[src/rtl/regbank_6502_if.sv]
// -----------------------------------------------------------------------------
// regbank_6502_if
// Decoded bus-side handshake between the 6502 bus interface and the register
// bank. Strobes are single-cycle and are synchronous to clk_int50.
//
//   wr_stb  one-cycle write strobe          (master -> slave)
//   rd_stb  one-cycle read strobe           (master -> slave)
//   addr    4-bit register select           (master -> slave)
//   wdata   8-bit write data                (master -> slave)
//   rdata   8-bit registered read data      (slave  -> master)
//   rvalid  rdata valid for one cycle       (slave  -> master)
// -----------------------------------------------------------------------------
interface regbank_6502_if;
   logic       wr_stb;
   logic       rd_stb;
   logic [3:0] addr;
   logic [7:0] wdata;
   logic [7:0] rdata;
   logic       rvalid;

   modport master (output wr_stb, rd_stb, addr, wdata, input  rdata, rvalid);
   modport slave  (input  wr_stb, rd_stb, addr, wdata, output rdata, rvalid);
endinterface

[src/rtl/regbank_6502.sv]
// -----------------------------------------------------------------------------
// regbank_6502
// Register bank and interval timer behind the 6502 bus interface. Holds the
// LED register, a 16-bit down-counting timer driven by a prescaler, an expiry
// status flag and an active-low interrupt.
//
// Parameters
//   PRESCALE  clk_int50 cycles per timer tick (1..65535)
//   LED_RST   reset value of the LED register
//
// Ports
//   clk_int50  in   internal 50 MHz clock, rising edge
//   rst        in   synchronous active-high reset
//   bus        slave modport of regbank_6502_if (strobes, addr, wdata,
//                    rdata, rvalid)
//   led        out  LED register (PWM-gated when the option is built in)
//   irq_n      out  active-low interrupt, registered
//
// Register map
//   0 LED | 1 CTRL (b0 EN, b1 AUTO, b2 IRQEN) | 2 RELLO | 3 RELHI |
//   4 CNTLO (ro, snapshots CNT[15:8]) | 5 CNTHI (ro, snapshot) |
//   6 STATUS (b0 EXP, write 1 clears) | 7 SCRATCH | 8..F read 0
//
// Build option
//   REGBANK_6502_PWM_EN  adds register 8 = PWM duty (reset 8'hFF) and gates
//                        led with a free-running 8-bit PWM counter.
// -----------------------------------------------------------------------------
module regbank_6502 #(
   parameter int unsigned PRESCALE = 50,
   parameter logic [7:0]  LED_RST  = 8'h00
) (
   input  logic                 clk_int50,
   input  logic                 rst,
   regbank_6502_if.slave        bus,
   output logic [7:0]           led,
   output logic                 irq_n
);

   localparam logic [15:0] PRESC_MAX = 16'(PRESCALE - 1);

   localparam logic [3:0] A_LED     = 4'h0;
   localparam logic [3:0] A_CTRL    = 4'h1;
   localparam logic [3:0] A_RELLO   = 4'h2;
   localparam logic [3:0] A_RELHI   = 4'h3;
   localparam logic [3:0] A_CNTLO   = 4'h4;
   localparam logic [3:0] A_CNTHI   = 4'h5;
   localparam logic [3:0] A_STATUS  = 4'h6;
   localparam logic [3:0] A_SCRATCH = 4'h7;
`ifdef REGBANK_6502_PWM_EN
   localparam logic [3:0] A_DUTY    = 4'h8;
`endif

   typedef struct packed {
      logic irqen;
      logic auto_rl;
      logic en;
   } ctrl_t;

   logic [7:0]  led_q,     led_d;
   ctrl_t       ctrl_q,    ctrl_d;
   logic [15:0] reload_q,  reload_d;
   logic [15:0] cnt_q,     cnt_d;
   logic [15:0] presc_q,   presc_d;
   logic        exp_q,     exp_d;
   logic [7:0]  scratch_q, scratch_d;
   logic [7:0]  shadow_q,  shadow_d;
   logic [7:0]  rdata_q,   rdata_d;
   logic        rvalid_q,  rvalid_d;
   logic        irq_n_q,   irq_n_d;
`ifdef REGBANK_6502_PWM_EN
   logic [7:0]  duty_q,    duty_d;
   logic [7:0]  pwm_cnt_q, pwm_cnt_d;
`endif

   logic wr;
   logic rd;
   logic tick;
   logic expire;
   logic exp_clr;

   // NOTE: every signal gets a default at the top of the block so that no
   // path leaves it unassigned; this is what keeps the block free of latches.
   always_comb begin
      led_d     = led_q;
      ctrl_d    = ctrl_q;
      reload_d  = reload_q;
      cnt_d     = cnt_q;
      presc_d   = presc_q;
      scratch_d = scratch_q;
      shadow_d  = shadow_q;
      rdata_d   = rdata_q;
      rvalid_d  = 1'b0;
      tick      = 1'b0;
`ifdef REGBANK_6502_PWM_EN
      duty_d    = duty_q;
      pwm_cnt_d = pwm_cnt_q + 8'd1;
`endif

      // A write collides with a read: the write wins and the read is dropped.
      wr = bus.wr_stb;
      rd = bus.rd_stb & ~bus.wr_stb;

      // Prescaler free-runs only while enabled; its wrap is the timer tick.
      if (!ctrl_q.en) begin
         presc_d = '0;
      end else if (presc_q == PRESC_MAX) begin
         presc_d = '0;
         tick    = 1'b1;
      end else begin
         presc_d = presc_q + 16'd1;
      end

      expire = tick && (cnt_q == 16'd0);
      if (tick) begin
         if (cnt_q != 16'd0) begin
            cnt_d = cnt_q - 16'd1;
         end else if (ctrl_q.auto_rl) begin
            cnt_d = reload_q;
         end else begin
            ctrl_d.en = 1'b0;
         end
      end

      // Clear and set of EXP in the same cycle: set wins.
      exp_clr = wr && (bus.addr == A_STATUS) && bus.wdata[0];
      exp_d   = expire | (exp_q & ~exp_clr);

      // Bus writes come after the timer so a CTRL write overrides the
      // one-shot auto-disable in the same cycle.
      if (wr) begin
         case (bus.addr)
            A_LED:     led_d = bus.wdata;
            A_CTRL: begin
               ctrl_d = ctrl_t'(bus.wdata[2:0]);
               // Rising EN starts a fresh period from RELOAD.
               if (bus.wdata[0] && !ctrl_q.en) begin
                  cnt_d   = reload_q;
                  presc_d = '0;
               end
            end
            A_RELLO:   reload_d[7:0]  = bus.wdata;
            A_RELHI:   reload_d[15:8] = bus.wdata;
            A_SCRATCH: scratch_d      = bus.wdata;
`ifdef REGBANK_6502_PWM_EN
            A_DUTY:    duty_d         = bus.wdata;
`endif
            default: ;
         endcase
      end

      if (rd) begin
         rvalid_d = 1'b1;
         case (bus.addr)
            A_LED:     rdata_d = led_q;
            A_CTRL:    rdata_d = {5'b0, ctrl_q};
            A_RELLO:   rdata_d = reload_q[7:0];
            A_RELHI:   rdata_d = reload_q[15:8];
            A_CNTLO: begin
               // Freeze the high byte so a following CNTHI read matches.
               rdata_d  = cnt_q[7:0];
               shadow_d = cnt_q[15:8];
            end
            A_CNTHI:   rdata_d = shadow_q;
            A_STATUS:  rdata_d = {7'b0, exp_q};
            A_SCRATCH: rdata_d = scratch_q;
`ifdef REGBANK_6502_PWM_EN
            A_DUTY:    rdata_d = duty_q;
`endif
            default:   rdata_d = 8'h00;
         endcase
      end

      irq_n_d = ~(exp_q & ctrl_q.irqen);
   end

   // NOTE: state is updated with non-blocking assignments only, so every flop
   // samples the values from before the edge regardless of statement order.
   always_ff @(posedge clk_int50) begin
      if (rst) begin
         led_q     <= LED_RST;
         ctrl_q    <= '0;
         reload_q  <= '0;
         cnt_q     <= '0;
         presc_q   <= '0;
         exp_q     <= 1'b0;
         scratch_q <= '0;
         shadow_q  <= '0;
         rdata_q   <= '0;
         rvalid_q  <= 1'b0;
         irq_n_q   <= 1'b1;
`ifdef REGBANK_6502_PWM_EN
         duty_q    <= 8'hFF;
         pwm_cnt_q <= '0;
`endif
      end else begin
         led_q     <= led_d;
         ctrl_q    <= ctrl_d;
         reload_q  <= reload_d;
         cnt_q     <= cnt_d;
         presc_q   <= presc_d;
         exp_q     <= exp_d;
         scratch_q <= scratch_d;
         shadow_q  <= shadow_d;
         rdata_q   <= rdata_d;
         rvalid_q  <= rvalid_d;
         irq_n_q   <= irq_n_d;
`ifdef REGBANK_6502_PWM_EN
         duty_q    <= duty_d;
         pwm_cnt_q <= pwm_cnt_d;
`endif
      end
   end

`ifdef REGBANK_6502_PWM_EN
   // Duty 8'hFF lights 255 of 256 cycles; 8'h00 keeps the LEDs dark.
   assign led = led_q & {8{pwm_cnt_q < duty_q}};
`else
   assign led = led_q;
`endif

   assign bus.rdata  = rdata_q;
   assign bus.rvalid = rvalid_q;
   assign irq_n      = irq_n_q;

endmodule

[src/flat_wrapper.sv]
// flat-port wrapper written by rule: the top's interface ports become plain ports
module regbank_6502_flat 
#(
   parameter int unsigned PRESCALE = 50,
   parameter logic [7:0]  LED_RST  = 8'h00
)
  (clk_int50, rst, led, irq_n, bus_wr_stb, bus_rd_stb, bus_addr, bus_wdata, bus_rdata, bus_rvalid);
  regbank_6502_if bus_i ();
  input  logic clk_int50;
  input  logic rst;
  output logic [7:0] led;
  output logic irq_n;
  input wire logic [$bits(bus_i.wr_stb)-1:0] bus_wr_stb;
  input wire logic [$bits(bus_i.rd_stb)-1:0] bus_rd_stb;
  input wire logic [$bits(bus_i.addr)-1:0] bus_addr;
  input wire logic [$bits(bus_i.wdata)-1:0] bus_wdata;
  output wire logic [$bits(bus_i.rdata)-1:0] bus_rdata;
  output wire logic [$bits(bus_i.rvalid)-1:0] bus_rvalid;
  assign bus_i.wr_stb = bus_wr_stb;
  assign bus_i.rd_stb = bus_rd_stb;
  assign bus_i.addr = bus_addr;
  assign bus_i.wdata = bus_wdata;
  assign bus_rdata = bus_i.rdata;
  assign bus_rvalid = bus_i.rvalid;
  regbank_6502 #(.PRESCALE(PRESCALE), .LED_RST(LED_RST)) u_core (.clk_int50(clk_int50), .rst(rst), .bus(bus_i), .led(led), .irq_n(irq_n));
endmodule
[config.mk]
export PLATFORM = sky130hd
export DESIGN_NAME = regbank_6502_flat
export DESIGN_NICKNAME = d
export VERILOG_FILES = /design/src/rtl/regbank_6502_if.sv /design/src/rtl/regbank_6502.sv /design/src/flat_wrapper.sv
export SDC_FILE = /design/constraint.sdc
export NUM_CORES = 1
export LEC_CHECK = 0
export ABC_AREA = 1
export BUFFER_PORTS_ARGS = -buffer_cell sky130_fd_sc_hd__buf_4
export CORE_ASPECT_RATIO = 1.4
export CORE_MARGIN = 2
export CORE_UTILIZATION = 40
export DETAILED_ROUTE_END_ITERATION = 8
export PLACE_DENSITY = 0.61
export SLEW_MARGIN = 20
export SYNTH_ARGS = -nofsm -noshare
export SYNTH_HDL_FRONTEND = slang
export SYNTH_SLANG_ARGS = --single-unit
[constraint.sdc]
create_clock -name clk_int50 -period 2.13 [get_ports clk_int50]
set_input_delay 0.5325 -clock clk_int50 [delete_from_list [all_inputs] [get_ports clk_int50]]
set_output_delay 0.5325 -clock clk_int50 [all_outputs]
set_load 0.01 [all_outputs]
Yosys cells after proc, flatten, opt, wreduce, memory -nomap -nowiden
Cells that the tools add are included.

Register bits: 86. Bits in latches: 0. RAM bits: 0. Bits in read-only memories: 0. Input port bits: 16. Output and inout port bits: 18. Word-level logic and storage cells: 65. Memories kept: 0.

Add/subtract/negate cells: 2. $mul: 0. Divide/modulo/power cells: 0. Magnitude comparators: 0. Equal/unequal tests: 8. Shift-type cells: 0. Muxes and demuxes: 20. Bitwise gates (word level): 7. Reduce and logical (&&, ||, !) cells: 14.

Operator list (number): 16-bit two-way mux (11); 8-bit one-hot mux with 8 select lines (1); 16-bit by 1-bit adder with 16-bit output (second input constant) (1); 16-bit by 6-bit equality test with 1-bit output (second input constant) (1); 4-bit by 3-bit equality test with 1-bit output (second input constant) (4); 16-bit zero test (1); 16-bit nonzero test (1); 16-bit by 1-bit subtractor with 16-bit output (second input constant) (1); 2-bit AND reduction (6); 4-bit by 2-bit equality test with 1-bit output (second input constant) (2); 1-bit two-way mux (8); 4-bit by 1-bit equality test with 1-bit output (second input constant) (1); 1-bit logical AND (4); 4-bit zero test (1); 1-bit AND (3); 1-bit NOT (3); 1-bit zero test (1); 1-bit bitwise OR (1).

Logic depth before layout (Yosys ltp)
Word-level depth: 7. Mapped depth: 13. Gate-level depth less buffers: 13.

Least setup slack after synthesis
OpenSTA, ideal clock, no wires.

Kind: input port to flip-flop. From: input bus_addr[2]. To: register u_core.cnt_q[7]. Library setup time: 109 ps. Data arrival time: 1371 ps. Data required time: 2021 ps. Path slack: 650 ps. Stages: 9. Buffers on the path: 1. Cell sequence: nor2_4 -> nand2_2 -> inv_2 -> nand3_2 -> buf_2 -> o21ai_0 -> inv_1 -> nand2_1 -> inv_1.

Longest elaborated chain between the ends: 3.

Ends and longest elaborated chain: start, declared (RTL line flat_wrapper.sv:15) `input wire logic [$bits(bus_i.addr)-1:0] bus_addr;`; 4-bit by 1-bit equality test with 1-bit output (RTL line regbank_6502.sv:131) `case (bus.addr)`; 16-bit two-way mux (RTL line regbank_6502.sv:131); 16-bit two-way mux (RTL line regbank_6502.sv:130) `if (wr) begin`; end signal, assigned (RTL line regbank_6502.sv:199) `cnt_q <= cnt_d;`; end, declared (RTL line regbank_6502.sv:62) `logic [15:0] cnt_q, cnt_d;`.

No other way between the ends. A chain may end at the register's enable or synchronous reset.

Final worst setup path
From: register u_core.cnt_q[0]. To: register u_core.ctrl_q[0] (netlist name).

Longest elaborated chain between the ends: 5.

Ends and longest elaborated chain: 16-bit nonzero test * (RTL line regbank_6502.sv:115) `if (cnt_q != 16'd0) begin`; 1-bit two-way mux * (RTL line regbank_6502.sv:115); 1-bit two-way mux * (RTL line regbank_6502.sv:114) `if (tick) begin`; 1-bit two-way mux (RTL line regbank_6502.sv:131); 1-bit two-way mux * (RTL line regbank_6502.sv:130); end signal, assigned (RTL line regbank_6502.sv:197) `ctrl_q <= ctrl_d;`; end, declared (RTL line regbank_6502.sv:60) `ctrl_t ctrl_q, ctrl_d;`.

Every way passes the cells marked *; elsewhere a longest branch is shown, timed or not.

==> metrics.md <==
| Metric | Value |
|---|---|
| Setup crit start kind | `flip-flop` |
| Final period utilization | `between 80 and 90%` |
| Die Span Y | `around 130 microns` |
| Via-to-Cell Ratio | `approximately 5.2` |
| Root Buffer | `clkbuf_16` |
| Global-route usage over all layers | `about a quarter` |
| Post_cts resized | `0` |
| Routed wire length per instance | `15.9 microns` |
| Post-synth top area share | `roughly 37%` |
| Max-cap violations | `0` |
| HP Class | `flip-flop to flip-flop` |
| Util after Layout | `around 47%` |
| Area of the multi-input gates | `0.00245 sq mm` |
| Post-layout instance area | `approximately 0.0053 sq mm` |
| Final Hold Viols | `0` |
| Htree depth | `3` |
| Clock Latency Late Sink | `0.35 ns` |
| Clk network pwr share | `between 40% and 50%` |
| Fillcell total | `about 1200` |
| Ports | `34` |
| DP HPWL | `10900 microns` |
| Clk_skew | `0.00622 ns` |
| Post-synth EDFFs | `0` |
| Final-report setup violation count | `0` |
| Clock tree buffer depth | `2` |
| Net Switching | `about 0.93 mW` |
| Total Neg Setup Slack | `0 ns` |
| Setup bufs post-CTS | `0` |
| Total power per unit cell area | `between 600 and 700 mW/mm^2` |
| Number of synthesized register bits | `86` |
| 1st-iter DRT viols | `about 250` |
| Vias in the first global route | `roughly 4400` |
| Syn. warnings | `0` |
| Initial antenna violation count | `0` |
| RSZ-0062 raised after global routing | `no` |
| Pre-antenna DRT Iters | `5` |
| Final Total Pwr | `between 3 and 4 mW` |
| Core Box Area | `between 0.01 and 0.015 sq mm` |
| FMAX | `around 540 MHz` |
| Synth area leader | `dfxtp_1` |
| Clock Pin Slew Worst Setup and Hold Paths | `about 0.07 ns` |
| Inserted Clock Buffers | `9` |
| GR Overflow Total | `0` |
| Area growth syn-to-layout | `14.6%` |
| Syn avg cell area | `around 6.6 sq um` |
| Total Wirelength | `14100 microns` |
| Sequential cell area | `about 0.0017 sq mm` |
| Gate power share | `about a tenth` |
| VDD IR max | `about 0.35 mV` |
| Distinct cell type count after synthesis | `34` |
| Synth Flop Type | `dfxtp_1` |
| P_int | `about 2.7 mW` |
| I/O Buffers | `33` |
| Cell Area, Synth | `around 0.0047 sq mm` |
| CTS Hold Buffers Added | `0` |
| Site row count | `46` |
| Slew Viols, Final | `0` |
| CTS tree | `yes` |
| WP data required | `roughly 2.4 ns` |
| Pleak | `about 2.2 nW` |
| Least-Margin Pin Slew | `0.571 ns` |
| CP max FO | `8` |
| Post-synthesis sequential area ratio | `between 30% and 40%` |
| Crit path capture type | `flip-flop` |
| Remaining DRCs | `0` |
| Asr flop ratio synth | `0%` |
| Antenna cells | `0` |
| Largest net degree at the start of global routing | `50` |
| CP Class | `flip-flop to flip-flop` |
| RePlAce Congestion | `approximately 0.96` |
| Die Wd | `95.3 microns` |
| Top post-synthesis cells by area | `dfxtp_1 37%, nand2_1 11%, a21oi_1 8.2%` |
| Sw Ratio | `between 20% and 30%` |
| Sequential power share | `around 46%` |
| Fin nets | `roughly 750` |
| Share of layout cells above drive strength 1 | `13.7%` |
| Area after DPL | `around 0.0051 sq mm` |
| Synth Net Count | `725` |
| Full die area | `0.0126 sq mm` |
| Post-Syn Instances | `705` |
| Slew headroom | `approximately three fifths` |
| Global-route wire length before repair | `between 20000 and 25000 microns` |
| Post-route antenna net violation count | `0` |
| Tmin final | `between 1.5 and 2 ns` |
| Outcome | `completed` |
| Clk sink count | `between 80 and 90` |
| Starting density of the core | `a little over 40%` |
| Via count | `between 4000 and 5000` |
| Data arrival, critical path | `about 2.1 ns` |
flip-flops by register name (all words and copies together), names as in the netlist:
signal	flops
u_core.cnt_q	16
u_core.presc_q	16
u_core.reload_q	16
u_core.bus.rdata	8
u_core.led	8
u_core.scratch_q	8
u_core.shadow_q	8
u_core.ctrl_q	3
u_core.bus.rvalid	1
u_core.exp_q	1
u_core.irq_n	1
layer usage:
metal	up-vias	track usage, %	routed length (microns)
met5	-	0	0
met4	0	10.9	565
met3	38	4.12	531
met2	129	41.5	7350
met1	2128	27.4	5620
li1	2339	-	-
cell usage in the layout (no fill, tap or decap), drive strengths merged:
cell type and n:
nand3b 2, inv 106, xnor2 1, o21ai 63, clkbuf 10, ha 4
a21oi 82, xor2 11, o21bai 1, nand2 148, o22ai 13, o21a 1
or2 3, nor3 13, nor2 80, clkinvlp 1, buf 39, nand4 7
nand3 61, bufinv 1, dfxtp 86, clkinv 4, nor3b 2
synthesized netlist by cell type, types with 2 or more instances:
cell      instances
a21oi_1          76
a21oi_2           6
buf_2            11
clkbuf_1          8
clkinv_1          2
dfxtp_1          86
ha_1              4
inv_1            95
inv_2             9
nand2_1         139
nand2_2           8
nand3_1          59
nand3_2           2
nand3b_1          2
nand4_1           7
nor2_1           67
nor2_2            6
nor2_4            7
nor3_1           11
nor3_2            2
o21ai_0          52
o21ai_1           9
o21ai_2           2
o22ai_1          13
or2_2             3
xor2_1           11
kinds of logic after synthesis:
kind of cell | share of synthesized area, %
AO/OA/AOI/OAI | 18.3
XOR/XNOR | 2.25
AND/OR/NAND/NOR | 30.8
adder cells (fa/ha/maj) | 1.07
flip-flops | 36.9
buffers and inverters | 10.7
critical path: stages (launching register included):
cell and delay, ns:
dfxtp_1 0.33, inv_1 0.21, ha_1 0.19, nand2_1 0.11, nor2_1 0.19, nand2_2 0.19, nor2_1 0.28, nand3_1 0.12
nand2_1 0.08, a21oi_1 0.05
worst paths after layout:
| kind | from | to | slack [ns] | cells past startpoint |
|---|---|---|---|---|
| hold reg to reg | u_core.ctrl_q[2] | u_core.irq_n | 0.43 | 1 |
| setup / recovery | u_core.cnt_q[0] | u_core.ctrl_q[0] | 0.26 | 9 |
| setup reg to reg | u_core.cnt_q[0] | u_core.ctrl_q[0] | 0.26 | 9 |
| hold / removal | u_core.ctrl_q[2] | u_core.irq_n | 0.43 | 1 |
through the flow:
| stage | hold slack (ns) | cells | setup WS, ns |
|---|---|---|---|
| detailed placement | 0.403 | 867 | 0.222 |
| CTS | 0.424 | 883 | 0.267 |
| finish | 0.431 | 883 | 0.262 |
| global placement | 0.410 | 867 | 0.222 |
| global route | 0.446 | 883 | 0.0866 |
| floorplan | 0.383 | 705 | 0.650 |
area by class of cell:
cell class,count,share of cell area [%]
multi-input cells,492,45.7
inverters,106,7.44
flip-flops and latches,86,32.2
repair buffers,39,5.71
well taps,144,3.37
clock buffers,10,4.28
clock inverters,6,1.29
power by group through the flow:
stage                     clock (mW)  sequential, mW  combinational (mW)
after floorplan                    0            1.68               0.228
after global placement             0            1.68               0.333
after detailed placement           0            1.68               0.336
after CTS                       1.62            1.64               0.338
after global routing            1.69            1.64               0.379
final                           1.60            1.64               0.339
Note: power is estimated with default switching activity, not from simulation.
